`src/rtl/fifo_uart_pkg.sv`:
```
// Shared constants and FSM encoding for the FIFO-fed UART transmitter.
package fifo_uart_pkg;

    localparam int DEFAULT_DATA_WIDTH   = 8;
    localparam int DEFAULT_CLKS_PER_BIT = 16;

    typedef enum logic [2:0] {
        IDLE   = 3'd0,
        FETCH  = 3'd1,
        LOAD   = 3'd2,
        START  = 3'd3,
        DATA   = 3'd4,
        PARITY = 3'd5,
        STOP   = 3'd6
    } txState_t;

endpackage

```
`src/rtl/fifo_uart_tx_if.sv`:
```
// Read-side handshake between an upstream FIFO (master) and the transmitter (slave).
interface fifo_uart_tx_if
    import fifo_uart_pkg::*;
#(
    parameter int DATA_WIDTH = DEFAULT_DATA_WIDTH
);

    logic                  sig_Empty;
    logic [DATA_WIDTH-1:0] buffer_Output;
    logic                  read_Enable;

    modport master (
        output sig_Empty,
        output buffer_Output,
        input  read_Enable
    );

    modport slave (
        input  sig_Empty,
        input  buffer_Output,
        output read_Enable
    );

endinterface

```
`src/rtl/fifo_uart_tx_baud_tick_gen.sv`:
```
// Bit-period counter: tick_o marks the last cycle of a bit, preTick_o the cycle before it.
module baud_tick_gen
    import fifo_uart_pkg::*;
#(
    parameter int CLKS_PER_BIT = DEFAULT_CLKS_PER_BIT
) (
    input  logic clock,
    input  logic reset,
    input  logic restart_i,
    input  logic enable_i,
    output logic tick_o,
    output logic preTick_o
);

    localparam int CNT_W = $clog2(CLKS_PER_BIT);
    localparam logic [CNT_W-1:0] LAST_CNT = CNT_W'(CLKS_PER_BIT - 1);
    localparam logic [CNT_W-1:0] PRE_CNT  = CNT_W'(CLKS_PER_BIT - 2);

    logic [CNT_W-1:0] count_q, count_d;

    always_comb begin
        count_d = count_q;
        if (restart_i) begin
            count_d = '0;
        end else if (enable_i) begin
            count_d = (count_q == LAST_CNT) ? '0 : count_q + 1'b1;
        end
    end

    always_ff @(posedge clock or posedge reset) begin
        if (reset) begin
            count_q <= '0;
        end else begin
            count_q <= count_d;
        end
    end

    assign tick_o    = enable_i && (count_q == LAST_CNT);
    assign preTick_o = enable_i && (count_q == PRE_CNT);

endmodule

```
`src/rtl/fifo_uart_tx.sv`:
```
// UART transmitter that pops words from an upstream FIFO and sends 8N1-style frames.
// Define FIFO_UART_TX_PARITY_EN to add an even-parity bit between data and stop.
module fifo_uart_tx
    import fifo_uart_pkg::*;
#(
    parameter int DATA_WIDTH   = DEFAULT_DATA_WIDTH,
    parameter int CLKS_PER_BIT = DEFAULT_CLKS_PER_BIT
) (
    input  logic           clock,
    input  logic           reset,
    input  logic           tx_Enable,
    fifo_uart_tx_if.slave  fifo,
    output logic           tx_Serial,
    output logic           tx_Busy,
    output logic           tx_Done
);

    localparam int IDX_W = $clog2(DATA_WIDTH + 1);
    localparam logic [IDX_W-1:0] LAST_IDX = IDX_W'(DATA_WIDTH - 1);

    txState_t              state_q, state_d;
    logic [IDX_W-1:0]      bitIdx_q, bitIdx_d;
    logic [DATA_WIDTH-1:0] shiftReg_q, shiftReg_d;
    logic                  txSerial_q, txSerial_d;
    logic                  readEnable_q, readEnable_d;
    logic                  txBusy_q, txBusy_d;
    logic                  txDone_q, txDone_d;
`ifdef FIFO_UART_TX_PARITY_EN
    logic                  parity_q, parity_d;
`endif

    logic bitTick;
    logic bitPreTick;
    logic timerRun;

    assign timerRun = (state_q == START) || (state_q == DATA) ||
                      (state_q == PARITY) || (state_q == STOP);

    baud_tick_gen #(
        .CLKS_PER_BIT (CLKS_PER_BIT)
    ) u_baud_tick_gen (
        .clock     (clock),
        .reset     (reset),
        .restart_i (state_q == LOAD),
        .enable_i  (timerRun),
        .tick_o    (bitTick),
        .preTick_o (bitPreTick)
    );

    always_comb begin
        state_d    = state_q;
        bitIdx_d   = bitIdx_q;
        shiftReg_d = shiftReg_q;
`ifdef FIFO_UART_TX_PARITY_EN
        parity_d   = parity_q;
`endif
        case (state_q)
            IDLE: begin
                if (tx_Enable && !fifo.sig_Empty) begin
                    state_d = FETCH;
                end
            end
            FETCH: state_d = LOAD;
            LOAD: begin
                shiftReg_d = fifo.buffer_Output;
`ifdef FIFO_UART_TX_PARITY_EN
                parity_d   = ^fifo.buffer_Output;
`endif
                state_d    = START;
            end
            START: begin
                if (bitTick) begin
                    bitIdx_d = '0;
                    state_d  = DATA;
                end
            end
            DATA: begin
                if (bitTick) begin
                    if (bitIdx_q == LAST_IDX) begin
`ifdef FIFO_UART_TX_PARITY_EN
                        state_d = PARITY;
`else
                        state_d = STOP;
`endif
                    end else begin
                        bitIdx_d   = bitIdx_q + 1'b1;
                        shiftReg_d = shiftReg_q >> 1;
                    end
                end
            end
`ifdef FIFO_UART_TX_PARITY_EN
            PARITY: begin
                if (bitTick) begin
                    state_d = STOP;
                end
            end
`endif
            STOP: begin
                if (bitTick) begin
                    state_d = IDLE;
                end
            end
            default: state_d = IDLE;
        endcase

        // Outputs are computed from the next state so the registered copies line up with it.
        txSerial_d = 1'b1;
        case (state_d)
            START:   txSerial_d = 1'b0;
            DATA:    txSerial_d = shiftReg_d[0];
`ifdef FIFO_UART_TX_PARITY_EN
            PARITY:  txSerial_d = parity_d;
`endif
            default: txSerial_d = 1'b1;
        endcase
        readEnable_d = (state_q == IDLE) && (state_d == FETCH);
        txBusy_d     = (state_d != IDLE);
        txDone_d     = (state_q == STOP) && bitPreTick;
    end

    always_ff @(posedge clock or posedge reset) begin
        if (reset) begin
            state_q      <= IDLE;
            bitIdx_q     <= '0;
            shiftReg_q   <= '0;
            txSerial_q   <= 1'b1;
            readEnable_q <= 1'b0;
            txBusy_q     <= 1'b0;
            txDone_q     <= 1'b0;
`ifdef FIFO_UART_TX_PARITY_EN
            parity_q     <= 1'b0;
`endif
        end else begin
            state_q      <= state_d;
            bitIdx_q     <= bitIdx_d;
            shiftReg_q   <= shiftReg_d;
            txSerial_q   <= txSerial_d;
            readEnable_q <= readEnable_d;
            txBusy_q     <= txBusy_d;
            txDone_q     <= txDone_d;
`ifdef FIFO_UART_TX_PARITY_EN
            parity_q     <= parity_d;
`endif
        end
    end

    assign fifo.read_Enable = readEnable_q;
    assign tx_Serial        = txSerial_q;
    assign tx_Busy          = txBusy_q;
    assign tx_Done          = txDone_q;

endmodule
```
`src/flat_wrapper.sv`:
```
// flat-port wrapper written by rule: the top's interface ports become plain ports
module fifo_uart_tx_flat import fifo_uart_pkg::*;
#(
    parameter int DATA_WIDTH   = DEFAULT_DATA_WIDTH,
    parameter int CLKS_PER_BIT = DEFAULT_CLKS_PER_BIT
)
  (clock, reset, tx_Enable, tx_Serial, tx_Busy, tx_Done, fifo_sig_Empty, fifo_buffer_Output, fifo_read_Enable);
  fifo_uart_tx_if #(.DATA_WIDTH(DATA_WIDTH)) fifo_i ();
  input  logic clock;
  input  logic reset;
  input  logic tx_Enable;
  output logic tx_Serial;
  output logic tx_Busy;
  output logic tx_Done;
  input wire logic [$bits(fifo_i.sig_Empty)-1:0] fifo_sig_Empty;
  input wire logic [$bits(fifo_i.buffer_Output)-1:0] fifo_buffer_Output;
  output wire logic [$bits(fifo_i.read_Enable)-1:0] fifo_read_Enable;
  assign fifo_i.sig_Empty = fifo_sig_Empty;
  assign fifo_i.buffer_Output = fifo_buffer_Output;
  assign fifo_read_Enable = fifo_i.read_Enable;
  fifo_uart_tx #(.DATA_WIDTH(DATA_WIDTH), .CLKS_PER_BIT(CLKS_PER_BIT)) u_core (.clock(clock), .reset(reset), .tx_Enable(tx_Enable), .fifo(fifo_i), .tx_Serial(tx_Serial), .tx_Busy(tx_Busy), .tx_Done(tx_Done));
endmodule
```
`config.mk`:
```
export PLATFORM = sky130hd
export DESIGN_NAME = fifo_uart_tx_flat
export DESIGN_NICKNAME = d
export VERILOG_FILES = /design/src/rtl/fifo_uart_pkg.sv /design/src/rtl/fifo_uart_tx_if.sv /design/src/rtl/fifo_uart_tx_baud_tick_gen.sv /design/src/rtl/fifo_uart_tx.sv /design/src/flat_wrapper.sv
export SDC_FILE = /design/constraint.sdc
export NUM_CORES = 1
export LEC_CHECK = 0
export CORE_MARGIN = 3
export CORE_UTILIZATION = 55
export CTS_CLUSTER_DIAMETER = 150
export CTS_CLUSTER_SIZE = 12
export DETAILED_ROUTE_END_ITERATION = 10
export DONT_BUFFER_PORTS = 1
export PLACE_DENSITY_LB_ADDON = 0.2
export SLEW_MARGIN = 20
export SYNTH_ARGS = -nofsm -noshare
export SYNTH_HDL_FRONTEND = slang
export SYNTH_HIERARCHICAL = 1
export SYNTH_SLANG_ARGS = --single-unit
export TNS_END_PERCENT = 100
```
`constraint.sdc`:
```
create_clock -name clock -period 2.7 [get_ports clock]
set_clock_uncertainty 0.15 [all_clocks]
set_input_delay 0.27 -clock clock [delete_from_list [all_inputs] [get_ports clock]]
set_output_delay 0.27 -clock clock [all_outputs]
set_load 0.05 [all_outputs]
```
==> results of run 1 <==
-- sequential cells by signal (all words and copies together), names as in the netlist --
register and cells:
u_core/u_baud_tick_gen/count_q 4, u_core/tx_Busy 1, u_core/tx_Done 1, u_core/shiftReg_q 8, u_core/bitIdx_q 4, u_core/fifo.read_Enable 1, u_core/tx_Serial 1, u_core/state_q 3
-- layout make-up --
cell class	count	area (um2)
timing repair buffer	11	97.6
multi-input combinational	81	564
clock inverter	1	5.00
tap	27	33.8
clock buffer	3	22.5
inverter	7	26.3
fill	157	696
sequential	23	577
-- stage by stage --
| step | total power, mW | worst slack [ns] | cells | instance area (um2) | util |
|---|---|---|---|---|---|
| 2_1_floorplan | 0.377 | 0.321 | 115 | 1200 | - |
| 3_3_place_gp | 0.380 | 0.499 | 143 | 1240 | 0.613 |
| 3_5_place_dp | 0.381 | 0.416 | 143 | 1240 | 0.613 |
| 4_1_cts | 0.550 | 0.376 | 153 | 1330 | 0.656 |
| 5_1_grt | 0.567 | 0.181 | 153 | 1330 | 0.656 |
| 6_report | 0.536 | 0.383 | 153 | 1330 | 0.656 |
-- kinds of logic after synthesis --
family | after synthesis | synth area share
compound gates | 35 | 0.213
xor+xnor | 3 | 0.0219
fa+ha+maj | 3 | 0.0313
buf+inv | 11 | 0.0480
flops | 23 | 0.481
mux | 1 | 0.00835
simple gates | 39 | 0.196
-- synth_stat cells (all sizes together) (2+ instances only) --
master   number
and4          2
nand3         2
a2bb2oi       2
a22o          6
o21ai         6
nor2         10
a21o          6
nand2b        2
a21oi         6
ha            3
nand2         9
o31ai         4
xnor2         2
buf           3
inv           7
dfrtp        22
or4           2
and2b         2
-- power groups by stage --
stage / Clock, mW / Combinational [mW] / Sequential, mW
after floorplan: 0 / 0.0141 / 0.363
after global placement: 0 / 0.0164 / 0.363
after detailed placement: 0 / 0.0174 / 0.364
after CTS: 0.168 / 0.0247 / 0.357
after global routing: 0.182 / 0.0270 / 0.358
final: 0.156 / 0.0240 / 0.357
-- final timing paths --
path                                                      to  slack (ns)            startpoint
hold / removal                       u_core/fifo.read_Enable        0.02        fifo_sig_Empty
hold reg to reg                         u_core/shiftReg_q[3]        0.34  u_core/shiftReg_q[3]
max in group asynchronous                  u_core/state_q[0]        1.57                 reset
min in group asynchronous  u_core/u_baud_tick_gen/count_q[1]        0.13                 reset
setup / recovery                          u_core/bitIdx_q[3]        0.38     u_core/state_q[1]
setup reg to reg                          u_core/bitIdx_q[3]        0.38     u_core/state_q[1]
-- tightest hold or removal path: stages --
cell and delay, ns:
nor2_1 0.02, nand3_1 0.11, inv_1 0.05
-- metal layers --
layer	track usage	vias up	wire length [um]
met1	0.255	441	1000
met2	0.322	27	1160
met5	0	-	0
li1	-	444	-
met3	0.0342	5	109
met4	0.102	0	50
==> reports/qor.yml, run 1 <==
placement:
  io_buffer_count: 0
  place.gp.congestion: 0.761
  dp_hpwl_mm: 1.74
logic_synthesis:
  syn_area_per_cell_um2: 10.4
  synth.ff_latch_count: 23
  synthArstFlopShare: 1.00
  synthTopCellsByArea: "dfrtp_1, a22o_1, a21o_1, ha_1, nor2_1"
  seq_area_frac_synth: 0.481
  synthFlopType: "dfrtp_1"
  synth_area_leader_cell: "dfrtp_1"
  synth_warnings: 6
  syn_area_mm2: 0.00120
  synth.top_cell.area_share: 0.459
  syn_nets: 130
  ys_types: 41
  syn_inst: 115
  synth_edf_count: 0
timing:
  rsz0062_at_grt: "no"
  tightest_slew_ns: 0.724
  relSlewSlack: 0.517
  period_share: 0.858
  hold_viol: 0
  post-route-min-period_ns: 2.32
  holdWs_ns: 0.0192
  setup_tns_ns: 0
  setup_viol: 0
  fmax_ghz: 0.432
  maxSlewViolCount: 0
global_route:
  grt_overflow: 0
  grt_max_degree: 20
  grt_antenna_before_repair: 0
  grt_pass1_wl_mm: 3.93
  grt_pass1_vias: 887
  track_usage: 0.200
critical_path:
  cp_num_buf_inv: 1
  critical_path_depth: 6
  crit_family: "simple AND/OR/NAND/NOR gates"
  worst-setup-path-type: "reg -> reg"
  worst-r2r-cell-count: 6
  cp.required_ns: 2.79
  start_kind: "flip-flop"
  crit_slowest_cell: "dfrtp_1"
  arrival_ns: 2.40
  crit_path_max_incr_delay_ns: 0.58
  worstSetupEndpointType: "flip-flop"
  critPathMaxFanout: 11
  worstPathCellList: "nand2_2, xnor2_1, and4_2, inv_1, or4_1, a21oi_1"
power:
  clkPwrFrac: 0.290
  comb_power_share: 0.045
  sequentialPowerShare: 0.665
  ir_worst_vdd_v: 0.000293
  switching_share: 0.219
  power_density_mw_per_mm2: 404
  power_leakage_nw: 0.653
  p_switching_mw: 0.117
  p_int_mw: 0.419
clock_network:
  clockBufferDepth: 2
  cts_tree: "yes"
  post_cts_buffers: 0
  postCtsHoldBufs: 6
  clk_latency_ns: 0.31
  clk_pin_slew_ns: 0.12
  cts_resized: 0
  clkSinkCount: 23
  h-tree-depth: 1
  cts_buffers: 3
  cts_root_buffer: "clkbuf_4"
finish:
  layout_commonest_cell: "dfrtp_1"
  finalNetCount: 142
  diodes: 0
  final_cell_mix: "dfrtp_1, nor2_1, nand2_1"
  drive_above_1_share: 0.127
  area_growth_pct: 10.6
drt:
  wl_mm: 2.32
  drt_iter0_markers: 22
  drc: 0
  wl_per_cell_um: 15.2
  vias_per_cell: 5.99
  via_count: 917
  drt-pass1-iter-count: 4
  ant_nets: 0
die:
  core_mm2: 0.00202
  dieArea_mm2: 0.00278
  initial_core_util: 0.593
  pin_count: 16
  die_y_um: 52.7
  die_w_um: 52.7
  fp-row-count: 16
flow_run:
  maxCapViolations: 0
status:
  outcome: "finished, final reports clean"
min_path:
  min_path_cells: 3
  hold_path.class: "in -> reg"
Note: power is estimated with default switching activity, not from simulation.
==> run 2, diff against run 1 <==
--- a/config.mk
+++ b/config.mk
@@ -6,11 +6,10 @@
 export NUM_CORES = 1
 export LEC_CHECK = 0
 export CORE_MARGIN = 3
-export CORE_UTILIZATION = 55
+export CORE_UTILIZATION = 53
 export CTS_CLUSTER_DIAMETER = 150
 export CTS_CLUSTER_SIZE = 12
 export DETAILED_ROUTE_END_ITERATION = 10
-export DONT_BUFFER_PORTS = 1
 export PLACE_DENSITY_LB_ADDON = 0.2
 export SLEW_MARGIN = 20
 export SYNTH_ARGS = -nofsm -noshare
==> run 2 against run 1 <==
  * First-iteration DRC count shrank 23%
  * Clock power fell by 3%
  * Core utilization up 3.2 points
  * Total power is 1.4% higher
  * Worst hold slack improved by 0.32 ns
  * Sequential cell count is the same
  * Non-clock buffer count up 7
  * Count of clock-buffer cells in the layout unchanged
  * Die area increased by 3.3%
  * Combinational power up 58%
  * Routed wire length fell by 3.0%
==> reports/qor.yml, run 2 (synthesis results as in run 1) <==
min_path:
  min_to: "u_core/shiftReg_q[2]"  # was u_core/fifo.read_Enable
  min_path_cells: 1  # was 3
  hp-start: "u_core/shiftReg_q[2]"  # was fifo_sig_Empty
  hold_path.class: "reg -> reg"  # was in -> reg
critical_path:
  worstSetupEndpointType: "flip-flop"  # unchanged
  critPathMaxFanout: 12  # was 11
  cp.required_ns: 2.80  # was 2.79 ns
  worstPathCellList: "nand2_2, xnor2_1, and4_2, nand4bb_1, o221ai_1, a2bb2oi_1, a311o_1"  # was nand2_2, xnor2_1, and4_2, inv_1, or4_1, a21oi_1
  crit_family: "simple AND/OR/NAND/NOR gates"  # unchanged
  cp_num_buf_inv: 0  # was 1
  arrival_ns: 2.49  # was 2.40 ns
  crit_path_max_incr_delay_ns: 0.62  # was 0.58 ns
  worst-setup-path-type: "reg -> reg"  # unchanged
  worst-r2r-cell-count: 7  # was 6
  start_kind: "flip-flop"  # unchanged
  rr_endpoint: "u_core/tx_Serial"  # was u_core/bitIdx_q[3]
  worst_r2r_startpoint: "u_core/state_q[0]"  # was u_core/state_q[1]
  r2r_slack_ns: 0.31  # was 0.38 ns
  crit_slowest_cell: "dfrtp_1"  # unchanged
clock_network:
  clk_pin_slew_ns: 0.12  # about the same
  clkSinkCount: 23  # unchanged
  cts_root_buffer: "clkbuf_4"  # unchanged
  clk_latency_ns: 0.31  # about the same
  clockBufferDepth: 2  # unchanged
  h-tree-depth: 1  # unchanged
  cts_buffers: 3  # unchanged
  cts_resized: 0  # unchanged
  cts_tree: "yes"  # unchanged
  post_cts_buffers: 0  # unchanged
power:
  ir_worst_vdd_v: 0.000320  # was 0.000293 V
  power_density_mw_per_mm2: 388  # was 404 mW/mm2
  power_leakage_nw: 0.675  # was 0.653 nW
timing:
  fmax_ghz: 0.418  # was 0.432 GHz
  hold_viol: 0  # unchanged
  setup_tns_ns: 0  # unchanged
  tightest_slew_ns: 0.724  # about the same
  setup_viol: 0  # unchanged
  worst_slack_ns: 0.309  # was 0.383 ns
  holdWs_ns: 0.342  # was 0.0192 ns
  relSlewSlack: 0.517  # about the same
  rsz0062_at_grt: "no"  # unchanged
  period_share: 0.885  # was 0.858
  maxSlewViolCount: 0  # unchanged
  post-route-min-period_ns: 2.39  # was 2.32 ns
global_route:
  grt_pass1_vias: 880  # was 887
  grt_antenna_before_repair: 0  # unchanged
  grt_pass1_wl_mm: 3.74  # was 3.93 mm
  grt_max_degree: 20  # unchanged
  grt_overflow: 0  # unchanged
  track_usage: 0.182  # was 0.200
finish:
  finalNetCount: 149  # was 142
  drive_above_1_share: 0.0977  # was 0.127
  reg_top3: "u_core/shiftReg_q x8, u_core/bitIdx_q x4, u_core/u_baud_tick_gen/count_q x4"  # unchanged
  regMostFlops: "u_core/shiftReg_q"  # unchanged
  area_growth_pct: 17.1  # was 10.6%
  largest_reg_flops: 8  # unchanged
  layout_commonest_cell: "dfrtp_1"  # unchanged
  final_cell_mix: "dfrtp_1, clkdlybuf4s50_1, nor2_1"  # was dfrtp_1, nor2_1, nand2_1
  diodes: 0  # unchanged
  n_fill_cell: 168  # was 157
die:
  pin_count: 16  # unchanged
  fp-row-count: 16  # unchanged
  die_y_um: 53.6  # was 52.7 um
  die_w_um: 53.6  # was 52.7 um
  initial_core_util: 0.587  # was 0.593
  core_mm2: 0.00204  # was 0.00202 mm2
  dieArea_mm2: 0.00287  # was 0.00278 mm2
drt:
  ant_nets: 0  # unchanged
  vias_per_cell: 5.88  # was 5.99
  via_count: 940  # was 917
  drt_iter0_markers: 17  # was 22
  drc: 0  # unchanged
  wl_per_cell_um: 14.1  # was 15.2 um
  drt-pass1-iter-count: 4  # unchanged
  wl_mm: 2.25  # was 2.32 mm
flow_run:
  maxCapViolations: 0  # unchanged
placement:
  io_buffer_count: 15  # was 0
  dpl_worst_slack_ns: 0.418  # was 0.416 ns
  dp_hpwl_mm: 1.69  # was 1.74 mm
  place.gp.congestion: 0.904  # was 0.761
status:
  outcome: "finished, final reports clean"  # unchanged
## run 2: changes by cell type in the layout (fill, tap and decap cells not counted)
cell	delta
buf_4	-3
dlygate4sd3_1	-5
clkdlybuf4s50_1	+15
## run 2: metal layers
layer	global-route usage	wire (um)	vias to the layer above
li1	-	-	456
met1	0.238	1060	463
met2	0.296	1110	19
met3	0.0332	72	2
met4	0.0766	13	0
met5	0	0	-
## run 2: area by class of cell
cell class	instances	area, um2	area share
multi-input cells	81	564	0.402
repair buffers	18	175	0.125
flip-flops and latches	23	577	0.411
well taps	27	33.8	0.0241
clock inverters	1	5.00	0.00357
clock buffers	3	22.5	0.0160
inverters	7	26.3	0.0187
## run 2: stage by stage
step / total power, mW / cells / instance area [um2] / util
2_1_floorplan: 0.377 / 115 / 1200 / -
3_3_place_gp: 0.397 / 155 / 1370 / 0.669
3_5_place_dp: 0.398 / 155 / 1370 / 0.669
4_1_cts: 0.555 / 160 / 1400 / 0.688
5_1_grt: 0.575 / 160 / 1400 / 0.688
6_report: 0.544 / 160 / 1400 / 0.688
## run 2: what timing repair did
| action | 4_1_cts | 5_1_grt |
|---|---|---|
| endpoints found under the setup margin | 0 | 0 |
| hold buffers | 1 | 0 |
| hold endpoints to repair | 4 | 0 |
## run 2: worst max-delay path by stage
stage | from | to | slack [ns] | depth (start not counted)
floorplan | u_core/state_q[0] | u_core/shiftReg_q[1] | 0.32 | 8
global placement | u_core/state_q[0] | u_core/tx_Serial | 0.47 | 7
detailed placement | u_core/state_q[0] | u_core/tx_Serial | 0.42 | 7
CTS | u_core/state_q[0] | u_core/tx_Serial | 0.35 | 7
global route | u_core/state_q[0] | u_core/shiftReg_q[6] | 0.17 | 7
finish | u_core/state_q[0] | u_core/tx_Serial | 0.31 | 7
## run 2: worst register-to-register path, stage by stage (launching register included)
cell and delay, ns:
dfrtp_1 0.62, nand2_2 0.14, xnor2_1 0.21, and4_2 0.34, nand4bb_1 0.20, o221ai_1 0.28, a2bb2oi_1 0.10, a311o_1 0.28
## run 2: where the power goes
group / internal, mW / switching, mW / leakage, nW
clock network: 0.0552 / 0.0969 / 0.0177
registers: 0.351 / 0.00301 / 0.268
logic: 0.0228 / 0.0152 / 0.389
total: 0.429 / 0.115 / 0.675
